[config.mk]
export PLATFORM = sky130hd
export DESIGN_NAME = useq_stack
export DESIGN_NICKNAME = d
export VERILOG_FILES = /design/src/rtl/useq_stack_pkg.sv /design/src/rtl/useq_stack_ram.sv /design/src/rtl/useq_stack.sv
export SDC_FILE = /design/constraint.sdc
export NUM_CORES = 1
export LEC_CHECK = 0
export ABC_AREA = 1
export CAP_MARGIN = 5
export CORE_ASPECT_RATIO = 1.25
export CORE_UTILIZATION = 40
export CTS_CLUSTER_DIAMETER = 50
export DETAILED_ROUTE_END_ITERATION = 12
export HOLD_SLACK_MARGIN = 0.1
export PLACE_DENSITY = 0.7
export SYNTH_ARGS = -nofsm -noshare
export SYNTH_HDL_FRONTEND = slang
export SYNTH_SLANG_ARGS = --single-unit
[constraint.sdc]
create_clock -name clk -period 3.5 [get_ports clk]
set_clock_uncertainty 0.05 [all_clocks]
set_input_delay 0.35 -clock clk [delete_from_list [all_inputs] [get_ports clk]]
set_output_delay 0.35 -clock clk [all_outputs]
set_load 0.005 [all_outputs]
[src/rtl/useq_stack_pkg.sv]
// Shared microsequencer stack definitions: default sizes and the per-microcycle
// stack action decoded from the CROM CALL bit and the RETURN dispatch.
package useq_stack_pkg;

  localparam int unsigned USEQ_ADDR_WIDTH  = 12;
  localparam int unsigned USEQ_STACK_DEPTH = 16;
  localparam int unsigned USEQ_PTR_WIDTH   = $clog2(USEQ_STACK_DEPTH);

  typedef enum logic [1:0] {
    ACT_HOLD    = 2'b00,
    ACT_POP     = 2'b01,
    ACT_PUSH    = 2'b10,
    ACT_REPLACE = 2'b11
  } stack_act_e;

  // {call, ret} maps directly onto the action encoding
  function automatic stack_act_e decode_act(input logic call, input logic ret);
    return stack_act_e'({call, ret});
  endfunction

endpackage

[src/rtl/useq_stack_ram.sv]
// Stack entry register file: one write port, two asynchronous read ports
// (top of stack and diagnostic), contents cleared by reset.
module useq_stack_ram
  import useq_stack_pkg::*;
#(
  parameter int unsigned ADDR_WIDTH = USEQ_ADDR_WIDTH,
  parameter int unsigned DEPTH      = USEQ_STACK_DEPTH,
  parameter int unsigned PTR_WIDTH  = USEQ_PTR_WIDTH
) (
  input  logic                  clk,
  input  logic                  rst_n,
  input  logic                  we_i,
  input  logic [PTR_WIDTH-1:0]  waddr_i,
  input  logic [ADDR_WIDTH-1:0] wdata_i,
  input  logic [PTR_WIDTH-1:0]  top_addr_i,
  output logic [ADDR_WIDTH-1:0] top_data_o,
  input  logic [PTR_WIDTH-1:0]  diag_addr_i,
  output logic [ADDR_WIDTH-1:0] diag_data_o
);

  logic [ADDR_WIDTH-1:0] mem_q [DEPTH];

  always_ff @(posedge clk or negedge rst_n) begin
    if (!rst_n) begin
      for (int i = 0; i < int'(DEPTH); i++) begin
        mem_q[i] <= '0;
      end
    end else if (we_i) begin
      mem_q[waddr_i] <= wdata_i;
    end
  end

  assign top_data_o  = mem_q[top_addr_i];
  assign diag_data_o = mem_q[diag_addr_i];

endmodule

[src/rtl/useq_stack.sv]
// Microsequencer call/return stack: circular buffer with saturating count,
// sticky overflow/underflow flags and a top-relative diagnostic read port.
module useq_stack
  import useq_stack_pkg::*;
#(
  parameter int unsigned ADDR_WIDTH = USEQ_ADDR_WIDTH,
  parameter int unsigned DEPTH      = USEQ_STACK_DEPTH,
  parameter int unsigned PTR_WIDTH  = USEQ_PTR_WIDTH
) (
  input  logic                  clk,
  input  logic                  rst,
  input  logic                  clken,
  input  logic                  call,
  input  logic                  ret,
  input  logic [ADDR_WIDTH-1:0] pushADDR,
  input  logic                  clrFLAGS,
  input  logic [PTR_WIDTH-1:0]  diagSEL,
  output logic [ADDR_WIDTH-1:0] dispRET,
  output logic [ADDR_WIDTH-1:0] diagDATA,
  output logic [PTR_WIDTH:0]    depth,
  output logic                  overflow,
  output logic                  underflow
);

  localparam int unsigned CNT_W = PTR_WIDTH + 1;

  logic [PTR_WIDTH-1:0]  sp_q, sp_d, sp_m1;
  logic [CNT_W-1:0]      count_q, count_d;
  logic                  ovf_q, ovf_d, unf_q, unf_d;
  logic                  empty, full;
  stack_act_e            act;

  logic                  we;
  logic [PTR_WIDTH-1:0]  waddr, diag_addr;
  logic [ADDR_WIDTH-1:0] top_data, diag_data;

  assign sp_m1     = sp_q - PTR_WIDTH'(1);
  assign diag_addr = sp_m1 - diagSEL;
  assign empty     = (count_q == '0);
  assign full      = (count_q == CNT_W'(DEPTH));

  // Next-state for pointer, count and flags; clrFLAGS is overridden by a same-cycle set
  always_comb begin
    act     = clken ? decode_act(call, ret) : ACT_HOLD;
    sp_d    = sp_q;
    count_d = count_q;
    ovf_d   = (clken && clrFLAGS) ? 1'b0 : ovf_q;
    unf_d   = (clken && clrFLAGS) ? 1'b0 : unf_q;
    we      = 1'b0;
    waddr   = sp_q;

    case (act)
      ACT_PUSH: begin
        we   = 1'b1;
        sp_d = sp_q + PTR_WIDTH'(1);
        if (full) begin
          ovf_d = 1'b1;
        end else begin
          count_d = count_q + CNT_W'(1);
        end
      end
      ACT_POP: begin
        if (empty) begin
          unf_d = 1'b1;
        end else begin
          sp_d    = sp_m1;
          count_d = count_q - CNT_W'(1);
        end
      end
      ACT_REPLACE: begin
        we = 1'b1;
        if (empty) begin
          sp_d    = sp_q + PTR_WIDTH'(1);
          count_d = CNT_W'(1);
          unf_d   = 1'b1;
        end else begin
          waddr = sp_m1;
        end
      end
      default: begin
      end
    endcase
  end

  always_ff @(posedge clk or negedge rst) begin
    if (!rst) begin
      sp_q    <= '0;
      count_q <= '0;
      ovf_q   <= 1'b0;
      unf_q   <= 1'b0;
    end else begin
      sp_q    <= sp_d;
      count_q <= count_d;
      ovf_q   <= ovf_d;
      unf_q   <= unf_d;
    end
  end

  useq_stack_ram #(
    .ADDR_WIDTH (ADDR_WIDTH),
    .DEPTH      (DEPTH),
    .PTR_WIDTH  (PTR_WIDTH)
  ) u_ram (
    .clk         (clk),
    .rst_n       (rst),
    .we_i        (we),
    .waddr_i     (waddr),
    .wdata_i     (pushADDR),
    .top_addr_i  (sp_m1),
    .top_data_o  (top_data),
    .diag_addr_i (diag_addr),
    .diag_data_o (diag_data)
  );

  // Empty stack forces the dispatch RET address to zero
  assign dispRET   = empty ? '0 : top_data;
  assign diagDATA  = diag_data;
  assign depth     = count_q;
  assign overflow  = ovf_q;
  assign underflow = unf_q;

endmodule

==> out/metrics.csv, run 1 <==
metric,value,unit
Post-synth EDFFs,0,
die span in x,161,um
YS warnings,0,
Layout Area Growth over Synthesis,21.2,%
Die Y-Extent,201,um
# fillers,2978,
Critical Path Start,sp_q[0]$_DFFE_PN0P_,
largest net degree at the start of global routing,86,
Final Cycle Share,102,%
reg-to-reg setup timing slack,560,ps
final antenna-violating net count,0,
Hold Crit Class,input port to asynchronous set/reset pin,
vias post-DR,13496,
crit path cell chain,"buf_6, ha_4, fa_2, clkinv_4, buf_12, buf_16, nor2_4, o21ai_1, o21ai_1, nand2_1, o21ai_1, buf_4, nand3_2, nand2_2, buf_6",
Clock Path Buffers,3,
final cell count without fillers,2288,
most frequent cells in the layout,"553 x nand2_1, 245 x nand3_1, 202 x dfrtp_1",
Overflow after GRT,0,
Synth Instances,1841,
Skew-Pair Late Insertion Delay,530,ps
GPL Wtd Cong,0.870,
Slew Limit Fails,0,
cell mode on critical path,o21ai_1,
"Slowest-stage cell, CP",fa_2,
initial antenna violation count,0,
f_max,0.280,GHz
worst setup path endpoint,diagDATA[3],
Initial Util,40.7,%
Pre-antenna DRT Iters,6,
share of layout cells above drive strength 1,12.5,%
failing checks,negative setup slack,
Avg WL per Cell,20.2,um
IO Count,53,
RSZ-0062 raised after global routing,true,
vias in the first global route,12986,
DRC,0,
WP buf/inv,6,
Synth area leader,dfrtp_1,
R2R cell count,10,
synth top area cells,"dfrtp_1 40%, nand2_1 17%, nand3_1 9.9%, o21ai_0 8.2%, nor2_1 5.3%",
main flop type after synthesis,dfrtp_1,
row cnt,72,
PnR worst setup slack,-77.0,ps
Overall Global Routing Usage,28.4,%
Yosys cell types,39,
Crit path max-delay family,buffers and inverters,
Port Buf Inserts,52,
R2R Path Start,sp_q[0]$_DFFE_PN0P_,
Diodes inserted,0,
CTS tree,built,
post-synthesis cell area,0.0126,mm2
Starting DRT DRC Count,1734,
clock transition at the registers of the reported paths,60,ps
clk root buf,clkbuf_16,
die area,0.0323,mm2
area share of the largest cell type after synthesis,40.2,%
Core Region,0.0310,mm2
Crit Path Category,flop to output pin,
critical path's largest stage delay,620,ps
Clock H-tree levels,1,
fin crit period,3580,ps
multi-input logic area,0.00664,mm2
Slew HR,42.5,%
"Data required, critical path",3100,ps
"flops & latches, synth",203,
Final setup violation count,11,
status,"finished, violations left",
Post-synth ARST share,100,%
CTS buffer count,26,
placed insts,2221,
Crit. path cell count,15,
Reg area,0.00508,mm2
crit end category,output pin,
WP data arrival,3180,ps
reg2reg end,u_ram.mem_q[80]$_DFFE_PN0P_,
vias per std cell,5.90,
Final Hold Viols,0,
CP startpoint kind,flop,
first-pass GRT wire length,72.3,mm
Final HPWL DP,27.8,mm
peak fanout along the critical path,5,
Syn Nets,1875,
fin nets,1897,
Post-Route WL,46.3,mm
"leading cell type in the layout, fill and taps excluded",nand2_1,
"Avg Cell Area, Syn",6.86,um2
Max Cap Viol,0,
sequential fraction of the synthesis area,40.2,%
Clock Sinks,203,
measured slew at the worst slew-check pin,860,ps
==> cell usage after synthesis (5+ instances only) <==
cell	instances
nand3_1	250
o221ai_1	20
o21ai_1	11
buf_1	14
nor2_1	177
o21ai_0	206
xor2_1	5
dfrtp_1	203
buf_6	12
o211ai_1	19
o22ai_1	12
a31oi_1	7
buf_4	13
ha_1	11
nand2_1	561
buf_2	42
nand2_2	5
a21oi_1	62
inv_1	94
clkbuf_1	78
nor2_4	8
==> repair_timing <==
item | in CTS | in global routing
gates cloned | 9 | 3
setup endpoints to repair | 24 | 19
endpoints found under the hold margin | 81 | 0
pin swaps | 45 | 34
resized for setup | 144 | 53
hold buffers | 1 | 0
buffers inserted | 9 | 1
==> metrics by stage <==
step           cell area [um2]  util, %  TNS (ps)  setup slack [ps]  hold WS, ps
2_1_floorplan            12600        -         0              76.6         4.41
3_3_place_gp             13700     44.2      -625              -172          405
3_5_place_dp             13700     44.2      -537              -152          408
4_1_cts                  15100     48.7      -122             -57.2          399
5_1_grt                  15300     49.4     -1420              -144          439
6_report                 15300     49.4      -495             -77.0          393
==> registers in the layout, summed over array words and instances (netlist names) <==
signal,cells
sp_q,4
depth,5
u_ram.mem_q,192
overflow,1
underflow,1
==> how the worst min path moves through the flow <==
stage	from	end	slack [ps]	depth (start not counted)
finish	rst	u_ram.mem_q[145]$_DFFE_PN0P_	390	2
global route	ret	underflow$_DFF_PN0_	440	3
CTS	clrFLAGS	overflow$_DFF_PN0_	400	4
detailed placement	u_ram.mem_q[10]$_DFFE_PN0P_	u_ram.mem_q[10]$_DFFE_PN0P_	410	2
global placement	u_ram.mem_q[143]$_DFFE_PN0P_	u_ram.mem_q[143]$_DFFE_PN0P_	400	2
floorplan	rst	depth[0]$_DFFE_PN0P_	4	0
==> cells by family (layout without fill, tap and decap cells) <==
group | Yosys count | count (layout) | synth area share [%]
AND/OR/NAND/NOR | 1011 | 1011 | 33.6
adder cells (fa/ha/maj) | 12 | 12 | 1.25
XOR/XNOR | 9 | 9 | 0.624
AO/OA/AOI/OAI | 345 | 345 | 15.0
buffers and inverters | 261 | 301 | 9.28
flip-flops | 203 | 203 | 40.2
==> layout make-up <==
cell class	instances	share of cell area (%)
clock buffers	36	4.90
multi-input cells	1377	43.4
inverters	101	2.57
clock inverters	10	0.613
well taps	407	3.33
flip-flops and latches	203	33.2
repair buffers	154	12.0
==> layer usage <==
layer | vias to the layer above | share of wire, % | GRT usage (%)
li1 | 6081 | - | -
met1 | 6346 | 38 | 37.0
met2 | 855 | 46 | 44.7
met3 | 214 | 11 | 5.39
met4 | 0 | 5.3 | 14.6
met5 | - | 0 | 0
Power of run 1 is not shown: default switching activity piles up to over one toggle a cycle in this logic, so the estimate is an artifact.
==> inputs of run 2 (changes only) <==
- PLACE_DENSITY: 0.7 -> not set
- PLACE_DENSITY_LB_ADDON: not set -> 0.15
==> out/metrics.csv, run 2 (synthesis gave the netlist of run 1 again) <==
metric,value,unit,change
CP startpoint kind,flop,,
vias in the first global route,12641,,-2.7%
crit end category,output pin,,
CTS tree,built,,
Port Buf Inserts,52,,unchanged
Skew-Pair Late Insertion Delay,540,ps,about the same
clock transition at the registers of the reported paths,60,ps,about the same
Avg WL per Cell,21.6,um,+6.6%
die span in x,161,um,unchanged
Hold Crit Class,input port to asynchronous set/reset pin,,
Clock Path Buffers,3,,unchanged
Clock Sinks,203,,unchanged
Final HPWL DP,31.5,mm,+13%
die area,0.0323,mm2,unchanged
R2R Path Start,sp_q[0]$_DFFE_PN0P_,,
initial antenna violation count,0,,unchanged
CTS buffer count,26,,unchanged
Slew Limit Fails,0,,unchanged
Pre-antenna DRT Iters,6,,unchanged
Post-Route WL,49.4,mm,+6.7%
pre-CTS setup slack,-87.2,ps,+65.2 ps
clk root buf,clkbuf_16,,
Overflow after GRT,0,,unchanged
Clock H-tree levels,1,,unchanged
R2R cell count,13,,+3
f_max,0.283,GHz,+1.2%
Final setup violation count,7,,-4
Max Cap Viol,0,,unchanged
Overall Global Routing Usage,30.7,%,+2.3 points
reg2reg end,u_ram.mem_q[125]$_DFFE_PN0P_,,
most frequent cells in the layout,"552 x nand2_1, 247 x nand3_1, 202 x dfrtp_1",,
RSZ-0062 raised after global routing,true,,
row cnt,72,,unchanged
first-pass GRT wire length,75.7,mm,+4.8%
status,"finished, violations left",,
GPL Wtd Cong,0.886,,+1.9%
Diodes inserted,0,,unchanged
Starting DRT DRC Count,1366,,-21%
Die Y-Extent,201,um,unchanged
Final Cycle Share,101,%,-1.2 points
reg-to-reg setup timing slack,460,ps,-100 ps
vias per std cell,5.73,,-2.9%
Slew HR,37.3,%,-5.1 points
peak fanout along the critical path,5,,unchanged
Layout Area Growth over Synthesis,19.7,%,
WP data arrival,3140,ps,-40 ps
# fillers,3119,,+4.7%
fin crit period,3540,ps,-41.2 ps
measured slew at the worst slew-check pin,937,ps,+76.6 ps
PnR worst setup slack,-35.8,ps,+41.2 ps
IO Count,53,,unchanged
DRC,0,,unchanged
vias post-DR,13113,,-2.8%
failing checks,negative setup slack,,
Top reg by flops,u_ram.mem_q,,
share of layout cells above drive strength 1,12.8,%,+0.26 points
final antenna-violating net count,0,,unchanged
fin nets,1897,,unchanged
max reg flops,192,,unchanged
largest net degree at the start of global routing,74,,-14%
Initial Util,40.7,%,unchanged
Crit Path Category,flop to output pin,,
Final Hold Viols,0,,unchanged
"Data required, critical path",3100,ps,about the same
"leading cell type in the layout, fill and taps excluded",nand2_1,,
Core Region,0.0310,mm2,unchanged
[run 2: cell count changes in the layout (fill, tap and decap cells not counted), moves of 3 or more]
cell / change
buf_16: -6
o21ai_1: -5
nor2_2: +6
nor2_1: -4
nand2_2: +3
buf_6: +6
o21ai_0: +7
buf_4: +9
buf_2: -3
buf_12: -3
[run 2: layout make-up]
class	count	area, um2	share of cell area [%]
Clock buffer	36	748	4.95
Multi-Input combinational cell	1377	6600	43.7
Sequential cell	203	5080	33.6
Inverter	101	397	2.62
Timing Repair Buffer	154	1650	10.9
Tap cell	407	509	3.37
Clock inverter	11	134	0.886
[run 2: how the worst max path moves through the flow]
stage / start / end / slack [ps] / cells past startpoint
after floorplan: sp_q[0]$_DFFE_PN0P_ / diagDATA[10] / 80 / 19
after global placement: diagSEL[0] / diagDATA[7] / -80 / 13
after detailed placement: diagSEL[0] / diagDATA[7] / -90 / 13
after CTS: sp_q[0]$_DFFE_PN0P_ / diagDATA[4] / -120 / 14
after global routing: sp_q[0]$_DFFE_PN0P_ / diagDATA[7] / -150 / 14
final: sp_q[0]$_DFFE_PN0P_ / diagDATA[3] / -40 / 14
[run 2: metrics by stage]
stage                     instance area [um2]  setup TNS (ps)  utilization (%)  std cells  hold WS [ps]
after floorplan                         12600               0                -       1841          4.41
after global placement                  13700            -447             44.4       2225           380
after detailed placement                13700            -538             44.4       2225           387
after CTS                               14900            -625             48.0       2284           360
after global routing                    15100           -1280             48.8       2289           379
final                                   15100            -130             48.8       2289           327
[run 2: repair_timing]
item	CTS	global route
cloned	2	3
pin swaps	31	36
gates resized for setup	114	74
setup buffers	10	3
endpoints found under the setup margin	24	23
hold buffers	1	0
endpoints found under the hold margin	71	0
[run 2: worst max-delay path: stages (launching register included)]
cell	delay [ps]
dfrtp_4	500
buf_6	140
ha_4	150
fa_2	640
clkinv_4	110
buf_12	160
clkbuf_16	160
a21oi_1	120
o21ai_1	80
nand2_1	60
nand2_1	40
o21ai_1	70
nand3_1	100
nand2_2	130
buf_6	110
[run 2: per-layer routing]
layer,vias to the layer above,part of all wire [%],GRT usage (%)
li1,6057,-,-
met3,152,7.1,3.37
met5,-,0,0
met1,6306,39,38.9
met4,0,6.0,18.1
met2,598,48,50.4
Power of run 2 is left out for the same reason.
==> inputs of run 3 (changes only) <==
- CTS_CLUSTER_DIAMETER: 50 -> not set
- RECOVER_POWER: not set -> 100
- SKIP_CTS_REPAIR_TIMING: not set -> 1
==> out/metrics.csv, run 3 (synthesis gave the netlist of run 1 again) <==
metric,value,unit,change
status,"finished, violations left",,
failing checks,"max-capacitance violations, max-slew violations, negative setup slack",,
fin crit period,3600,ps,+59.8 ps
crit end category,output pin,,
peak fanout along the critical path,7,,+2
Port Buf Inserts,52,,unchanged
Hold Crit Class,input port to flop,,
Die Y-Extent,201,um,unchanged
row cnt,72,,unchanged
cell mode on critical path,o21ai_1,,
most frequent cells in the layout,"551 x nand2_1, 248 x nand3_1, 202 x dfrtp_1",,
max reg flops,192,,unchanged
Final setup violation count,18,,+11
Pre-antenna DRT Iters,5,,-1
first-pass GRT wire length,74.7,mm,-1.3%
Layout Area Growth over Synthesis,20.2,%,
die area,0.0323,mm2,unchanged
CP startpoint kind,flop,,
GPL Wtd Cong,0.886,,unchanged
Max Cap Viol,1,,+1
vias per std cell,5.71,,-0.40%
final cell count without fillers,2294,,+0.22%
CTS tree,built,,
share of layout cells above drive strength 1,12.7,%,-0.087 points
PnR worst setup slack,-95.6,ps,-59.8 ps
Clock Path Buffers,3,,unchanged
Diodes inserted,0,,unchanged
die span in x,161,um,unchanged
Clock H-tree levels,1,,unchanged
Slew HR,-41.4,%,-79 points
largest net degree at the start of global routing,74,,unchanged
"Data required, critical path",3100,ps,about the same
Starting DRT DRC Count,1296,,-5.1%
Final Cycle Share,103,%,+1.7 points
pre-CTS setup slack,-87.2,ps,unchanged
critical path's largest stage delay,640,ps,about the same
f_max,0.278,GHz,-1.7%
clock transition at the registers of the reported paths,60,ps,about the same
crit path cell chain,"inv_4, ha_4, fa_2, clkinv_4, buf_12, buf_12, nor2_2, o21ai_1, o21ai_1, nand2_1, o21ai_1, nand3_1, nand2_2, buf_6",,
placed insts,2225,,unchanged
CTS buffer count,24,,-7.7%
Overall Global Routing Usage,30.2,%,-0.53 points
Clock Sinks,203,,unchanged
Final HPWL DP,31.5,mm,unchanged
WP data arrival,3200,ps,+60 ps
Core Region,0.0310,mm2,unchanged
Avg WL per Cell,21.5,um,-0.28%
RSZ-0062 raised after global routing,true,,
initial antenna violation count,0,,unchanged
measured slew at the worst slew-check pin,2120,ps,+1180 ps
Overflow after GRT,0,,unchanged
IO Count,53,,unchanged
Layout Utilization,49.0,%,+0.18 points
# fillers,3137,,+0.58%
vias post-DR,13089,,-0.18%
final antenna-violating net count,0,,unchanged
DRC,0,,unchanged
Slew Limit Fails,73,,+73
Post-Route WL,49.4,mm,about the same
Skew-Pair Late Insertion Delay,530,ps,about the same
"leading cell type in the layout, fill and taps excluded",nand2_1,,
Final Hold Viols,0,,unchanged
WP buf/inv,5,,unchanged
fin nets,1905,,+0.42%
Initial Util,40.7,%,unchanged
Crit Path Category,flop to output pin,,
clk root buf,clkbuf_16,,
Top reg by flops,u_ram.mem_q,,
Crit path max-delay family,adder cells,,
vias in the first global route,12556,,-0.67%
"Slowest-stage cell, CP",fa_2,,
run 3: final cells by class:
class                           instances  area (um2)  share of cell area, %
Clock buffer                           31         688                   4.54
Timing Repair Buffer                  164        1710                   11.3
Clock inverter                         11         205                   1.35
Multi-Input combinational cell       1377        6580                   43.3
Sequential cell                       203        5080                   33.5
Tap cell                              407         509                   3.36
Inverter                              101         398                   2.62
run 3: final timing paths:
path / cells after the start / slack [ps] / to / start
min in group asynchronous: 2 / 880 / depth[2]$_DFFE_PN0P_ / rst
max reg2reg: 12 / -20 / u_ram.mem_q[136]$_DFFE_PN0P_ / sp_q[0]$_DFFE_PN0P_
min reg2reg: 2 / 420 / u_ram.mem_q[178]$_DFFE_PN0P_ / u_ram.mem_q[178]$_DFFE_PN0P_
min: 4 / 390 / underflow$_DFF_PN0_ / clrFLAGS
max in group asynchronous: 3 / 530 / u_ram.mem_q[115]$_DFFE_PN0P_ / rst
max: 14 / -100 / diagDATA[9] / sp_q[0]$_DFFE_PN0P_
run 3: metrics by stage:
step | hold slack, ps | instance area, um2 | setup TNS, ps
2_1_floorplan | 4.41 | 12600 | 0
3_3_place_gp | 380 | 13700 | -447
3_5_place_dp | 387 | 13700 | -538
4_1_cts | -176 | 14600 | -8670
5_1_grt | 432 | 15200 | -3920
6_report | 388 | 15200 | -519
run 3: metal layers:
metal  vias to the layer above  GRT usage [%]  part of all wire [%]
met5                         -              0                     0
met4                         0           17.9                   5.9
met3                       162           3.70                   7.6
met2                       625           49.5                    47
met1                      6224           38.0                    39
li1                       6078              -                     -
run 3: worst reg2reg max path, stage by stage (launching register included):
cell        delay [ps]
dfrtp_4            450
inv_4               50
ha_4               290
buf_6              190
clkinvlp_4         220
buf_4              190
buf_6              160
nand3_1            110
nand2_2             90
nor2_2             640
nand2_1            680
nand2_1            220
nand2_1             60
Power of run 3 is left out for the same reason.
